==> src/rtl/multicycle_controller.sv <==
// multicycle_controller: multicycle control unit for the ARM-subset processor.
// Sequences fetch/decode/execute/memory/write-back, owns the NZCV flags and
// produces every datapath select and write enable.
// Optional feature macro: COND_EXEC_EN (condition check gating writes).
// With COND_EXEC_EN undefined every instruction executes (cond_ex_q tied 1)
// while the flag registers are still updated for debug observability.
module multicycle_controller (
    input  logic       clk,
    input  logic       reset_n,
    input  logic [3:0] Cond,
    input  logic [1:0] Op,
    input  logic [5:0] Funct,
    input  logic [3:0] Rd,
    input  logic [3:0] ALUFlags,
    output logic       PCWrite,
    output logic       MemWrite,
    output logic       RegWrite,
    output logic       IRWrite,
    output logic       AdrSrc,
    output logic       ALUSrcA,
    output logic [1:0] ALUSrcB,
    output logic [1:0] ResultSrc,
    output logic [1:0] ImmSrc,
    output logic [1:0] RegSrc,
    output logic [1:0] ALUControl
);

    localparam int unsigned STATE_W = 4;
    localparam int unsigned FLAG_W  = 4;
    localparam int unsigned CMD_W   = 4;

    typedef enum logic [STATE_W-1:0] {
        S_FETCH  = 4'd0,
        S_DECODE = 4'd1,
        S_MEMADR = 4'd2,
        S_MEMRD  = 4'd3,
        S_MEMWB  = 4'd4,
        S_MEMWR  = 4'd5,
        S_EXECR  = 4'd6,
        S_EXECI  = 4'd7,
        S_ALUWB  = 4'd8,
        S_BRANCH = 4'd9
    } state_t;

    localparam logic [CMD_W-1:0] CMD_AND = 4'b0000;
    localparam logic [CMD_W-1:0] CMD_SUB = 4'b0010;
    localparam logic [CMD_W-1:0] CMD_ADD = 4'b0100;
    localparam logic [CMD_W-1:0] CMD_CMP = 4'b1010;
    localparam logic [CMD_W-1:0] CMD_ORR = 4'b1100;

    localparam logic [1:0] OP_DP  = 2'b00;
    localparam logic [1:0] OP_MEM = 2'b01;
    localparam logic [1:0] OP_BR  = 2'b10;

    state_t              state_q;
    state_t              state_d;
    logic [FLAG_W-1:0]   flags_q;
    logic                cond_ex_q;

    logic [CMD_W-1:0]    cmd;
    logic                i_bit;
    logic                s_bit;
    logic                is_cmp;
    logic                cmd_legal;
    logic                cv_cmd;
    logic [1:0]          alu_dec;

    logic                fetch_pc;
    logic                ir_write;
    logic                regw;
    logic                memw;
    logic                branch;
    logic                pcs;
    logic                in_exec;
    logic                flag_we;

    assign cmd   = Funct[4:1];
    assign i_bit = Funct[5];
    assign s_bit = Funct[0];

    // Data-processing command decode: ALU op, legality and which flags it owns
    always_comb begin
        alu_dec   = 2'b00;
        cmd_legal = 1'b1;
        cv_cmd    = 1'b0;
        is_cmp    = 1'b0;
        case (cmd)
            CMD_ADD: begin alu_dec = 2'b00; cv_cmd = 1'b1; end
            CMD_SUB: begin alu_dec = 2'b01; cv_cmd = 1'b1; end
            CMD_AND: alu_dec = 2'b10;
            CMD_ORR: alu_dec = 2'b11;
            CMD_CMP: begin alu_dec = 2'b01; cv_cmd = 1'b1; is_cmp = 1'b1; end
            default: cmd_legal = 1'b0;
        endcase
    end

    // State register
    always_ff @(posedge clk or negedge reset_n) begin
        if (!reset_n) begin
            state_q <= S_FETCH;
        end else begin
            state_q <= state_d;
        end
    end

    // Next-state and Moore selects; regw/memw/branch are unqualified intents
    always_comb begin
        state_d     = state_q;
        fetch_pc    = 1'b0;
        ir_write    = 1'b0;
        regw        = 1'b0;
        memw        = 1'b0;
        branch      = 1'b0;
        AdrSrc      = 1'b0;
        ALUSrcA     = 1'b0;
        ALUSrcB     = 2'b00;
        ResultSrc   = 2'b00;
        ALUControl  = 2'b00;
        case (state_q)
            S_FETCH: begin
                ir_write  = 1'b1;
                fetch_pc  = 1'b1;
                ALUSrcA   = 1'b1;
                ALUSrcB   = 2'b10;
                ResultSrc = 2'b10;
                state_d   = S_DECODE;
            end
            S_DECODE: begin
                ALUSrcA   = 1'b1;
                ALUSrcB   = 2'b10;
                ResultSrc = 2'b10;
                case (Op)
                    OP_DP:   state_d = i_bit ? S_EXECI : S_EXECR;
                    OP_MEM:  state_d = S_MEMADR;
                    OP_BR:   state_d = S_BRANCH;
                    default: state_d = S_FETCH;
                endcase
            end
            S_MEMADR: begin
                ALUSrcB = 2'b01;
                state_d = s_bit ? S_MEMRD : S_MEMWR;
            end
            S_MEMRD: begin
                AdrSrc  = 1'b1;
                state_d = S_MEMWB;
            end
            S_MEMWB: begin
                ResultSrc = 2'b01;
                regw      = 1'b1;
                state_d   = S_FETCH;
            end
            S_MEMWR: begin
                AdrSrc  = 1'b1;
                memw    = 1'b1;
                state_d = S_FETCH;
            end
            S_EXECR: begin
                ALUSrcB    = 2'b00;
                ALUControl = cmd_legal ? alu_dec : 2'b00;
                state_d    = is_cmp ? S_FETCH : S_ALUWB;
            end
            S_EXECI: begin
                ALUSrcB    = 2'b01;
                ALUControl = cmd_legal ? alu_dec : 2'b00;
                state_d    = is_cmp ? S_FETCH : S_ALUWB;
            end
            S_ALUWB: begin
                ResultSrc = 2'b00;
                regw      = cmd_legal & ~is_cmp;
                state_d   = S_FETCH;
            end
            S_BRANCH: begin
                ALUSrcB   = 2'b01;
                ResultSrc = 2'b10;
                branch    = 1'b1;
                state_d   = S_FETCH;
            end
            default: state_d = S_FETCH;
        endcase
    end

    // Immediate and register-address selects follow the opcode in every state
    assign ImmSrc = Op;
    assign RegSrc = {Op == OP_MEM, Op == OP_BR};

    // PC-source decision; regw and branch are only raised in write-back states
    assign pcs = branch | (regw & (Rd == 4'hF));

    // Qualified write enables, held low for the whole time reset is asserted
    always_comb begin
        PCWrite  = 1'b0;
        MemWrite = 1'b0;
        RegWrite = 1'b0;
        IRWrite  = 1'b0;
        if (reset_n) begin
            PCWrite  = fetch_pc | (pcs & cond_ex_q);
            MemWrite = memw & cond_ex_q;
            RegWrite = regw & cond_ex_q;
            IRWrite  = ir_write;
        end
    end

    assign in_exec = (state_q == S_EXECR) || (state_q == S_EXECI);
    assign flag_we = in_exec & cmd_legal & (s_bit | is_cmp) & cond_ex_q;

    // Flag registers: NZ for every legal command, CV only for arithmetic ones
    always_ff @(posedge clk or negedge reset_n) begin
        if (!reset_n) begin
            flags_q <= '0;
        end else if (flag_we) begin
            flags_q[3:2] <= ALUFlags[3:2];
            if (cv_cmd) begin
                flags_q[1:0] <= ALUFlags[1:0];
            end
        end
    end

`ifdef COND_EXEC_EN
    logic cond_ok;
    logic flag_n;
    logic flag_z;
    logic flag_c;
    logic flag_v;

    assign {flag_n, flag_z, flag_c, flag_v} = flags_q;

    // ARM condition evaluation against the current flag registers
    always_comb begin
        cond_ok = 1'b0;
        case (Cond)
            4'b0000: cond_ok = flag_z;
            4'b0001: cond_ok = ~flag_z;
            4'b0010: cond_ok = flag_c;
            4'b0011: cond_ok = ~flag_c;
            4'b0100: cond_ok = flag_n;
            4'b0101: cond_ok = ~flag_n;
            4'b0110: cond_ok = flag_v;
            4'b0111: cond_ok = ~flag_v;
            4'b1000: cond_ok = flag_c & ~flag_z;
            4'b1001: cond_ok = ~flag_c | flag_z;
            4'b1010: cond_ok = (flag_n == flag_v);
            4'b1011: cond_ok = (flag_n != flag_v);
            4'b1100: cond_ok = ~flag_z & (flag_n == flag_v);
            4'b1101: cond_ok = flag_z | (flag_n != flag_v);
            4'b1110: cond_ok = 1'b1;
            default: cond_ok = 1'b0;
        endcase
    end

    // Condition result is captured once, on the edge leaving DECODE
    always_ff @(posedge clk or negedge reset_n) begin
        if (!reset_n) begin
            cond_ex_q <= 1'b0;
        end else if (state_q == S_DECODE) begin
            cond_ex_q <= cond_ok;
        end
    end
`else
    logic unused_cond_dbg;

    // Every instruction executes; flags and Cond stay around only as debug state
    assign cond_ex_q       = 1'b1;
    assign unused_cond_dbg = &{1'b0, Cond, flags_q};
`endif

endmodule
==> config.mk <==
export PLATFORM = sky130hd
export DESIGN_NAME = multicycle_controller
export DESIGN_NICKNAME = d
export VERILOG_FILES = /design/src/rtl/multicycle_controller.sv
export SDC_FILE = /design/constraint.sdc
export NUM_CORES = 1
export LEC_CHECK = 0
export CAP_MARGIN = 20
export CORE_MARGIN = 3
export CORE_UTILIZATION = 34
export DETAILED_ROUTE_END_ITERATION = 8
export PLACE_DENSITY_LB_ADDON = 0.3
export SYNTH_ARGS = -nofsm -noshare
export SYNTH_HDL_FRONTEND = slang
export SYNTH_SLANG_ARGS = --single-unit
export TNS_END_PERCENT = 100
==> constraint.sdc <==
create_clock -name clk -period 2.2 [get_ports clk]
set_input_delay 0.33 -clock clk [delete_from_list [all_inputs] [get_ports clk]]
set_output_delay 0.33 -clock clk [all_outputs]
set_load 0.02 [all_outputs]
# == Word-level counts from Yosys, hierarchy flattened ==
# Index checks and enable logic that the tools add are counted.
# classes
n_eq_ne,16
n_mux,22
bitwise,5
reduce_logical,10
# op_table
cell,count
$eq A4 B3 Y1 const B,5
$eq A4 B4 Y1 const B,5
$pmux W4 S5,1
$eq A4 B2 Y1 const B,3
$mux W1,12
$pmux W4 S3,1
$logic_not A4 Y1,2
$pmux W2 S2,2
$reduce_or A2 Y1,4
$pmux W2 S3,1
$reduce_or A3 Y1,2
$reduce_or A5 Y1,1
$eq A4 B1 Y1 const B,1
$mux W2,2
$mux W4,1
$mux W3,1
$and A1 B1 Y1,2
$eq A2 B1 Y1 const B,1
$eq A2 B2 Y1 const B,1
$logic_not A2 Y1,1
$or A1 B1 Y1,2
$pmux W1 S2,1
$not A1 Y1,1
# totals
regBits,4
out_inout_bits,16

# == Depth between registers and ports, before layout ==
# depth
word_depth,9
depth_mapped,5
ltp_nobuf,3

# == Worst setup path before layout ==
# OpenSTA, ideal clock, no wires.
# synth_path
kind,flip-flop to output port
from,reg state_q[2]
to,out ALUSrcB[0]
t_arrival_ns,1.175
setup_slack_ns,0.695
stages_incl_launch_ff,5
path_cell_list,dfrtp_1 buf_6 or2_0 buf_6 o21ai_1
# synth_via
elab_chain_cells,3
elab_cells_between_ends,8
cone_classes,4 x eq/ne; 1 x mux; 3 x reduce/logical
# synth_lines
item,line,text
start: declaration,55,state_t state_q;
start signal: assignment,102,state_q <= state_d;
$eq A4 B3 Y1 (tied with other cells),119,case (state_q)
$reduce_or A3 Y1 (no source line) or $reduce_or A2 Y1 (tied branches),n/a,
$pmux W2 S2 *,119,
end: declaration,21,"output logic [1:0] ALUSrcB,"
# Mark *: on every way between the ends. The rest lies on a longest branch, timed or not.

# == Worst setup path after layout ==
# Same ends and word-level chain as after synthesis.

==> reports/results.ini <==
[synthesis]
synth_top_cell_area_share_pct = 21.4
synthCells = 65
synth-seq-area-share_pct = 21.4
synth_common_cells = nor2_1 (11), nand2_1 (6), dfrtp_1 (4), nand3_1 (4)
yosysTopAreaCell = dfrtp_1
synth.most_common_cell = nor2_1
synth_area_per_cell_um2 = 7.18
ys_warn_count = 0
yosysUniqueCellTypes = 28
synth_area_um2 = 467
synth-seq-cells = 4
ys_top_cells_by_area = dfrtp_1 (21%), nor2_1 (8.8%), buf_6 (7.2%), nand2_1 (4.8%), nand3_1 (4.3%)
async_flop_share_pct = 100
syn_nets = 87
ys.flop_type = dfrtp_1
synth_edf_count = 0

[die]
start_util_pct = 38.9
dieArea_mm2 = 0.00185
die_h_um = 43.1
num_rows = 12
core_mm2 = 0.00120
ios = 38
die_width_um = 43.1

[clocking]
cts.sinks = 4
clk-insertion-delay-late_ns = 0.23
clk_path_buf_depth = 2
cts_buffers = 3
h-tree-depth = 1
clkTransAtPathRegs_ns = 0.04
clock-root-buffer = clkbuf_4
cts_tree = built

[timing]
rsz0062_at_grt = no
hold_viol = 0
final-max-slew-violation-count = 0
finalCriticalPeriod_ns = 2.11
fmax_ghz = 0.474
final.setup.worst_slack_ns = 0.0887
max-slew-margin-rel_pct = 75.0
finalCritPeriodShare_pct = 96.0
fin_skew_ns = 0.00135
tightest_slew_ns = 0.375
setup_viol = 0

[final_layout]
largest_registers = state_q (4)
final_area_um2 = 766
layout.nets = 117
areaGrowthSynthToFinish_pct = 64.1
multi_input_area_um2 = 303
seqCellArea_um2 = 101
drive_gt1_share_pct = 12.9
regMostFlops = state_q
fillers = 124
n_antenna_cell = 0
largest_register_ffs = 4

[place]
place_area_um2 = 738
gp_congestion = 0.743
post-dp-hpwl_um = 937
io_buffers = 29
post-place-ws_ns = -0.0467

[global_route]
grt_pass1_vias = 471
grt_max_degree = 14
grt_usage_pct = 13.3
antenna_found_initial = 0
gr-total-overflow = 0
grt_pass1_wl_um = 1860

[route]
dr.first_iter.drc_count = 5
drt_first_pass_iters = 4
drc = 0
via_count = 542
viasPerCell = 5.07
routed_wl_um = 1230
wl_per_cell_um = 11.5
ant_nets = 0

[setup_path]
worst-r2r-setup-slack_ns = 1.13
cp-start-kind = register
criticalPathCategory = reg2out
path_cells = or2_4, o21ai_1, clkdlybuf4s50_1
setup.worst_path.end_class = output port
worstPathArrival_ns = 1.78
critical-path-max-stage-delay_ns = 0.61
critPathTopFamily = buffers and inverters
crit_fanout = 10
cp.buffers_inverters = 1
slowest_stage = clkdlybuf4s50_1
crit_required_ns = 1.87

[flow_run]
cap_violations = 0

[power_and_ir_drop]
ir_drop_uv = 574
powerDensity_mw_per_mm2 = 1130
leakage_nw = 0.346

[min_path]
hold_class = in2async

[run_status]
outcome = finished, final reports clean

path summary, 6_finish.rpt:
| check | cells past startpoint | from | end |
|---|---|---|---|
| setup / recovery | 3 | state_q[2] | ALUSrcB[0] |
| hold / removal | 2 | reset_n | state_q[2] |
| setup reg to reg | 4 | state_q[1] | state_q[1] |
| hold reg to reg | 1 | state_q[3] | state_q[3] |
| max in group asynchronous | 2 | reset_n | state_q[1] |
| min in group clk | 1 | state_q[3] | state_q[3] |
kinds of logic (layout without fill, tap and decap cells):
kind of cell	count (synthesis)	count (layout)	synth area share [%]
AO/OA/AOI/OAI	12	12	15.8
XOR/XNOR	3	3	5.63
buffers and inverters	9	37	14.2
flip-flops	4	4	21.4
multiplexers	1	1	2.41
AND/OR/NAND/NOR	36	36	40.5
worst register-to-register path, cell delays in order, from the launching register on:
cell	delay, ns
dfrtp_2	0.48
buf_4	0.18
nor2_1	0.09
nand2_1	0.07
a21oi_2	0.16
timing repair:
item                                    in CTS  in global routing
gates cloned                                 0                  0
resized for setup                            4                  4
setup buffers                                0                  0
pin swaps                                    0                  0
hold buffers                                 0                  0
endpoints found under the setup margin       5                  5
through the flow:
stage | util (%) | setup TNS [ns] | total power [mW] | hold slack, ns | cells
CTS | 63.0 | 0 | 0.855 | 0.507 | 107
floorplan | - | 0 | 0.567 | 0.0344 | 65
global route | 63.7 | 0 | 0.923 | 0.546 | 107
global placement | 61.5 | -0.0592 | 0.761 | 0.551 | 104
finish | 63.7 | 0 | 0.862 | 0.524 | 107
detailed placement | 61.5 | -0.0887 | 0.769 | 0.546 | 104
where the power goes:
part	switching, mW	internal, mW	leakage [nW]
sequential	0.0903	0.106	0.0503
clock	0.0274	0.0608	0.0138
combinational	0.287	0.291	0.282
total	0.404	0.457	0.346
metal layers:
layer | vias to the layer above | track usage [%] | share of wire (%)
li1 | 279 | - | -
met1 | 241 | 15.9 | 45
met2 | 22 | 19.8 | 48
met3 | 0 | 4.24 | 7.3
met4 | 0 | 9.04 | 0
met5 | - | 0 | 0
layout make-up:
cell class,count,share of cell area [%]
repair buffers,32,41.0
clock buffers,3,2.94
well taps,14,2.29
inverters,2,0.980
multi-input cells,52,39.5
flip-flops and latches,4,13.2
cell usage in the layout (no fill, tap or decap), types with 3 or more instances in the layout:
cell and count:
nand2_1 6, clkdlybuf4s50_1 24, buf_4 3, o21ai_0 3
nand3_1 4, a21oi_1 3, dlygate4sd2_1 3, clkbuf_4 3
nor3_1 3, nand2b_1 3, dfrtp_1 3, nor2_1 11
Note: power is estimated with default switching activity, not from simulation.
